**config.mk**
```make
export PLATFORM = sky130hd
export DESIGN_NAME = uart_rx_ctrl_flat
export DESIGN_NICKNAME = d
export VERILOG_FILES = /design/src/rtl/uart_pkg.sv /design/src/rtl/uart_rx_ctrl_if.sv /design/src/rtl/uart_sync_2ff.sv /design/src/rtl/uart_rx_ctrl.sv /design/src/flat_wrapper.sv
export SDC_FILE = /design/constraint.sdc
export NUM_CORES = 1
export LEC_CHECK = 0
export ABC_AREA = 0
export CORE_UTILIZATION = 50
export CTS_BUF_LIST = sky130_fd_sc_hd__clkbuf_8
export DETAILED_ROUTE_END_ITERATION = 10
export MAX_ROUTING_LAYER = met4
export PLACE_DENSITY = 0.8
export SYNTH_ARGS = -nofsm -noshare
export SYNTH_HDL_FRONTEND = slang
export SYNTH_SLANG_ARGS = --single-unit
```
**constraint.sdc**
```tcl
create_clock -name clk -period 5.3 [get_ports clk]
set_clock_uncertainty 0.15 [all_clocks]
set_input_delay 0.53 -clock clk [delete_from_list [all_inputs] [get_ports clk]]
set_output_delay 0.53 -clock clk [all_outputs]
set_load 0.02 [all_outputs]
```
**src/rtl/uart_pkg.sv**
```systemverilog
// Shared UART definitions.
// Holds the receive-controller state encoding and the default frame
// geometry. The baud generator and the transmitter use the same defaults.
package uart_pkg;

    // Default sample ticks per bit period and data bits per frame.
    localparam int UART_OVERSAMPLE = 16;
    localparam int UART_DATA_BITS  = 8;

    typedef enum logic [2:0] {
        IDLE,
        START,
        DATA,
        PARITY,
        STOP,
        DONE,
        BREAK
    } rx_state_e;

endpackage

```
**src/rtl/uart_rx_ctrl_if.sv**
```systemverilog
// Signal bundle between the UART receive controller and its neighbours.
// master : the controller. It takes the tick, the serial line and the checker
//          error flags, and drives the strobes and the frame status.
// slave  : the surrounding datapath, meaning the baud generator, the line,
//          the shift register and the parity/stop checkers.
interface uart_rx_ctrl_if;
    logic sample_tick;   // one-clk pulse at OVERSAMPLE x baud
    logic rx_in;         // raw serial line, idle high
    logic parity_error;  // valid while check_parity is high
    logic stop_error;    // valid while check_stop is high
    logic shift_en;      // sample and shift one data bit, LSB first
    logic check_parity;  // parity-bit mid-point strobe
    logic check_stop;    // stop-bit mid-point strobe
    logic rx_done;       // frame finished
    logic frame_error;   // valid with rx_done
    logic busy;          // start detect .. rx_done

    modport master (
        input  sample_tick, rx_in, parity_error, stop_error,
        output shift_en, check_parity, check_stop, rx_done, frame_error, busy
    );

    modport slave (
        output sample_tick, rx_in, parity_error, stop_error,
        input  shift_en, check_parity, check_stop, rx_done, frame_error, busy
    );
endinterface

```
**src/rtl/uart_sync_2ff.sv**
```systemverilog
// Two-flop synchronizer for one asynchronous input. Latency is 2 clk.
// Ports:
//   clk, rst  system clock and synchronous active-high reset
//   d         asynchronous input
//   q         synchronized output
// RESET_VAL sets the reset level of both flops. A serial line uses 1 here,
// so that leaving reset never looks like a start edge.
module uart_sync_2ff #(
    parameter logic RESET_VAL = 1'b0
) (
    input  logic clk,
    input  logic rst,
    input  logic d,
    output logic q
);
    logic meta;

    always_ff @(posedge clk) begin
        if (rst) begin
            meta <= RESET_VAL;
            q    <= RESET_VAL;
        end else begin
            meta <= d;
            q    <= meta;
        end
    end
endmodule

```
**src/rtl/uart_rx_ctrl.sv**
```systemverilog
// UART receive sequencing FSM.
// The controller finds the start bit, counts oversample ticks to the middle of
// each bit, and issues one-clk strobes to the shift register and to the
// parity and stop checkers. It collects the checker error flags and reports
// frame completion.
// Ports:
//   clk, rst  system clock and synchronous active-high reset
//   bus       uart_rx_ctrl_if.master, which carries the tick, the line, the
//             checker errors, the strobes, rx_done, frame_error and busy
// Every output is registered.
module uart_rx_ctrl
    import uart_pkg::*;
#(
    parameter int OVERSAMPLE = UART_OVERSAMPLE,
    parameter int DATA_BITS  = UART_DATA_BITS,
    parameter int PARITY_EN  = 1
) (
    input  logic           clk,
    input  logic           rst,
    uart_rx_ctrl_if.master bus
);
    localparam int TC_W = $clog2(OVERSAMPLE);
    localparam int BC_W = $clog2(DATA_BITS + 1);
    localparam logic [TC_W-1:0] TICK_MID  = TC_W'(OVERSAMPLE / 2 - 1);
    localparam logic [TC_W-1:0] TICK_LAST = TC_W'(OVERSAMPLE - 1);
    localparam logic [BC_W-1:0] BIT_LAST  = BC_W'(DATA_BITS - 1);

    rx_state_e       state;
    logic [TC_W-1:0] tick_cnt;
    logic [BC_W-1:0] bit_cnt;
    logic            par_err;
    logic            stp_err;
    logic            rx_s;

    uart_sync_2ff #(.RESET_VAL(1'b1)) u_sync (
        .clk (clk),
        .rst (rst),
        .d   (bus.rx_in),
        .q   (rx_s)
    );

    always_ff @(posedge clk) begin
        if (rst) begin
            state            <= IDLE;
            tick_cnt         <= '0;
            bit_cnt          <= '0;
            par_err          <= 1'b0;
            stp_err          <= 1'b0;
            bus.shift_en     <= 1'b0;
            bus.check_parity <= 1'b0;
            bus.check_stop   <= 1'b0;
            bus.rx_done      <= 1'b0;
            bus.frame_error  <= 1'b0;
            bus.busy         <= 1'b0;
        end else begin
            // All strobes default low, so each one is a single-clk pulse.
            bus.shift_en     <= 1'b0;
            bus.check_parity <= 1'b0;
            bus.check_stop   <= 1'b0;
            bus.rx_done      <= 1'b0;
            bus.frame_error  <= 1'b0;

            // The parity checker answers in the cycle the strobe is visible.
            // That cycle is already the first cycle of STOP.
            if (bus.check_parity)
                par_err <= bus.parity_error;

            case (state)
                IDLE: begin
                    if (bus.sample_tick && !rx_s) begin
                        state    <= START;
                        tick_cnt <= '0;
                        bit_cnt  <= '0;
                        par_err  <= 1'b0;
                        stp_err  <= 1'b0;
                        bus.busy <= 1'b1;
                    end
                end

                START: begin
                    if (bus.sample_tick) begin
                        if (tick_cnt == TICK_MID) begin
                            tick_cnt <= '0;
                            if (rx_s) begin
                                // Line went high again before mid-bit, so this was a glitch.
                                state    <= IDLE;
                                bus.busy <= 1'b0;
                            end else begin
                                state <= DATA;
                            end
                        end else begin
                            tick_cnt <= tick_cnt + 1'b1;
                        end
                    end
                end

                DATA: begin
                    if (bus.sample_tick) begin
                        if (tick_cnt == TICK_LAST) begin
                            tick_cnt     <= '0;
                            bus.shift_en <= 1'b1;
                            if (bit_cnt == BIT_LAST) begin
                                bit_cnt <= '0;
                                state   <= (PARITY_EN != 0) ? PARITY : STOP;
                            end else begin
                                bit_cnt <= bit_cnt + 1'b1;
                            end
                        end else begin
                            tick_cnt <= tick_cnt + 1'b1;
                        end
                    end
                end

                PARITY: begin
                    if (bus.sample_tick) begin
                        if (tick_cnt == TICK_LAST) begin
                            tick_cnt         <= '0;
                            bus.check_parity <= 1'b1;
                            state            <= STOP;
                        end else begin
                            tick_cnt <= tick_cnt + 1'b1;
                        end
                    end
                end

                STOP: begin
                    // Stay one extra cycle after the strobe so that the stop
                    // checker's answer is held in stp_err before DONE uses it.
                    if (bus.check_stop) begin
                        stp_err  <= bus.stop_error;
                        tick_cnt <= '0;
                        state    <= DONE;
                    end else if (bus.sample_tick) begin
                        if (tick_cnt == TICK_LAST)
                            bus.check_stop <= 1'b1;
                        else
                            tick_cnt <= tick_cnt + 1'b1;
                    end
                end

                DONE: begin
                    // Ticks are deliberately ignored here.
                    bus.rx_done     <= 1'b1;
                    bus.frame_error <= par_err | stp_err;
                    bus.busy        <= 1'b0;
                    tick_cnt        <= '0;
                    // A bad stop bit on a line that is still low is treated as
                    // a break. Wait for the line to idle so it cannot retrigger.
                    state <= (stp_err && !rx_s) ? BREAK : IDLE;
                end

                BREAK: begin
                    if (rx_s)
                        state <= IDLE;
                end

                default: state <= IDLE;
            endcase
        end
    end
endmodule

```
**src/flat_wrapper.sv**
```systemverilog
// flat-port wrapper written by rule: the top's interface ports become plain ports
module uart_rx_ctrl_flat import uart_pkg::*;
#(
    parameter int OVERSAMPLE = UART_OVERSAMPLE,
    parameter int DATA_BITS  = UART_DATA_BITS,
    parameter int PARITY_EN  = 1
)
  (clk, rst, bus_sample_tick, bus_rx_in, bus_parity_error, bus_stop_error, bus_shift_en, bus_check_parity, bus_check_stop, bus_rx_done, bus_frame_error, bus_busy);
  uart_rx_ctrl_if bus_i ();
  input  logic clk;
  input  logic rst;
  input wire logic [$bits(bus_i.sample_tick)-1:0] bus_sample_tick;
  input wire logic [$bits(bus_i.rx_in)-1:0] bus_rx_in;
  input wire logic [$bits(bus_i.parity_error)-1:0] bus_parity_error;
  input wire logic [$bits(bus_i.stop_error)-1:0] bus_stop_error;
  output wire logic [$bits(bus_i.shift_en)-1:0] bus_shift_en;
  output wire logic [$bits(bus_i.check_parity)-1:0] bus_check_parity;
  output wire logic [$bits(bus_i.check_stop)-1:0] bus_check_stop;
  output wire logic [$bits(bus_i.rx_done)-1:0] bus_rx_done;
  output wire logic [$bits(bus_i.frame_error)-1:0] bus_frame_error;
  output wire logic [$bits(bus_i.busy)-1:0] bus_busy;
  assign bus_i.sample_tick = bus_sample_tick;
  assign bus_i.rx_in = bus_rx_in;
  assign bus_i.parity_error = bus_parity_error;
  assign bus_i.stop_error = bus_stop_error;
  assign bus_shift_en = bus_i.shift_en;
  assign bus_check_parity = bus_i.check_parity;
  assign bus_check_stop = bus_i.check_stop;
  assign bus_rx_done = bus_i.rx_done;
  assign bus_frame_error = bus_i.frame_error;
  assign bus_busy = bus_i.busy;
  uart_rx_ctrl #(.OVERSAMPLE(OVERSAMPLE), .DATA_BITS(DATA_BITS), .PARITY_EN(PARITY_EN)) u_core (.clk(clk), .rst(rst), .bus(bus_i));
endmodule
```
==> run metrics <==
status=completed; number of I/O pins=12; Synth Area per Inst=8.799 µm²; sequential area share after synthesis=0.3853; final worst path period need=2.089 ns; clk root buf=clkbuf_8; max_cap viols=0; RSZ-0062 raised after global routing=false; layout cells sized above 1=0.09774; cell depth of the worst hold path=1; Sinks on Clock Net=21; R2R setup slack=3.23 ns; Clock transition at path regs=0.07 ns; initial antenna violation count=0; CP Launch Type=input port; gr ovfl total=0; Post-DRT Antenna Nets=0; CTS tree=yes; Final Hold Vio Count=0; GR Util All Layers=0.2091; hold-critical path endpoint=u_core.u_sync.q; post-CTS setup buffer count=0; post-layout util=0.6269; critical path capture point type=register; power density cells=234.5 nW/µm²; Slew Limit Fails=0; die height=48.71 µm; DRC viols=0; worst-path maximum fanout=7; synth warn=0; HPWL Detailed=1515 µm; critical path class=input port to register; synth unique cells=41; H-tree levels=1; Initial Util=0.5450; clock buffer depth=2; DR pass1 iterations=4; Worst-Margin Slew=0.6897 ns; Post-Syn Area=1091 µm²; Port Buf Inserts=11; Critical Path RT=5.34 ns; # placed instances=156; full die area=2373 µm²; vias in the first global route=856; ANT cells=0; CP Data Arrival Time=2.13 ns; via count=953; CP max stage cell=clkdlybuf4s50_1; Post-Syn Instances=124; Final setup viols=0; crit path cell chain=clkdlybuf4s50_1 > nand2b_1 > a2111o_1 > or3_1 > a21oi_2; Rows=16; first-pass GRT wire length=3746 µm; clk_lat worst skew=0.26 ns; area grow syn2layout=15.02%; DRT Wirelength=2124 µm; hold buffer count at cts=0; setup_tns=0 ns; post-CTS resize count=0; Yosys top cell area share=0.3853; hold_sp=u_core.u_sync.meta; slowest stage delay, CP=0.58 ns; reg2reg end=u_core.bit_cnt[0]; #FFs+latches synth=21; Core Area=2002 µm²; FMAX=478.8 MHz; commonest cells after routing, fill and taps aside=dfxtp_1 (21), nor2_1 (13), clkdlybuf4s50_1 (11), nand2_1 (8); Yosys top cell by area=dfxtp_1; cells on worst reg2reg path=4; Syn Nets=132; Peak VDD IR=0.1667 mV; initial DRC count=19; Rel. slew slack=0.5388; Die X=48.71 µm; WL/cell=13.28 µm; Layout Cells excl Fill=160; GP Congestion=0.8837; ranking of synthesized cells by area=dfxtp_1 (39%), nor2_1 (4.5%), mux2i_1 (3.7%); reg2reg start=u_core.state[1]; vias per cell=5.956; leakage=0.4325 nW; Hold Crit Class=register to register; Total Power=0.0002943 W; pin count of the biggest net entering global routing=22; number of buffers created by CTS=3; nets=142; commonest non-fill, non-tap cell in the layout=dfxtp_1; ratio of final minimum period to clock period=0.3941
## synth_stat cells
cell / count
or3b_1: 1
a211o_1: 2
o32ai_1: 1
a2111oi_2: 2
nand2b_1: 5
or3_1: 1
o21bai_1: 1
a2111o_1: 1
o21ba_2: 1
clkbuf_1: 4
nor2b_1: 5
nor3_1: 4
nor4_1: 2
nor3b_1: 2
nand3_4: 1
o21a_1: 1
a31oi_1: 1
and4bb_2: 1
a21oi_1: 5
nand4b_1: 1
a21oi_2: 1
o21ai_0: 5
or4b_1: 1
nand3_1: 5
nand3b_1: 4
buf_2: 2
inv_1: 3
mux2i_1: 4
nand2_1: 8
nand4_1: 1
a22o_1: 1
or3b_2: 2
a32oi_1: 2
o221ai_1: 1
and2_1: 2
nor2_1: 13
a221o_1: 1
o211a_1: 1
dfxtp_1: 21
or2_2: 2
ha_1: 2
## metrics by stage
| step | cell area [µm²] | setup slack [ns] | hold WS, ns |
|---|---|---|---|
| finish | 1255 | 3.211 | 0.2690 |
| global route | 1255 | 3.055 | 0.2867 |
| floorplan | 1091 | 3.462 | 0.2395 |
| global placement | 1210 | 3.013 | 0.2435 |
| CTS | 1255 | 3.235 | 0.2744 |
| detailed placement | 1210 | 2.966 | 0.2578 |
## kinds of logic after synthesis
family,share of synthesized area
compound gates,0.1950
simple gates,0.3268
fa+ha+maj,0.02293
buf+inv,0.03325
mux,0.03670
flops,0.3853
## worst max path at each step
stage	startpoint	endpoint	slack (ns)
floorplan	u_core.tick_cnt[0]	u_core.bit_cnt[0]	3.46
global placement	bus_sample_tick	u_core.bit_cnt[0]	3.01
detailed placement	bus_sample_tick	u_core.bit_cnt[0]	2.97
CTS	bus_sample_tick	u_core.bit_cnt[0]	3.23
global route	u_core.state[1]	u_core.bit_cnt[0]	3.06
finish	bus_sample_tick	u_core.bit_cnt[0]	3.21
## where the power goes
part	total [W]	internal (W)	switching, W	leakage (nW)
Clock	0.000102	0.0000517	0.0000500	0.0269
Combinational	0.0000267	0.0000136	0.0000131	0.236
Sequential	0.000166	0.000160	0.00000591	0.170
Total	0.000294	0.000225	0.0000690	0.433
## layout make-up
cell class,count,area [µm²]
clock inverter,1,3.754
tap,27,33.78
timing repair buffer,11,110.1
inverter,3,11.26
fill,181,747.0
multi-input combinational,94,634.4
sequential,21,420.4
clock buffer,3,41.29
## layer usage
layer / global-route usage / vias to the layer above / part of all wire
met2: 0.3287 / 17 / 0.46
li1: - / 473 / -
met4: 0.1176 / 0 / 0.023
met1: 0.2549 / 457 / 0.49
met3: 0.03145 / 6 / 0.031
met5: - / - / 0
## critical path, delay by kind of cell
kind                   cells  cell delay [ns]
and+or+nand+nor            2             0.53
AOI/OAI and AO/OA          2             0.48
buffers and inverters      1             0.58
## flip-flops by register name, summed over array words and instances, names as in the netlist
signal	cells
u_core.bus.check_stop	1
u_core.bus.frame_error	1
u_core.par_err	1
u_core.state	3
u_core.u_sync.q	1
u_core.bit_cnt	4
u_core.stp_err	1
u_core.bus.rx_done	1
u_core.u_sync.meta	1
u_core.tick_cnt	4
u_core.bus.busy	1
u_core.bus.check_parity	1
u_core.bus.shift_en	1
Note: power is estimated with default switching activity, not from simulation.
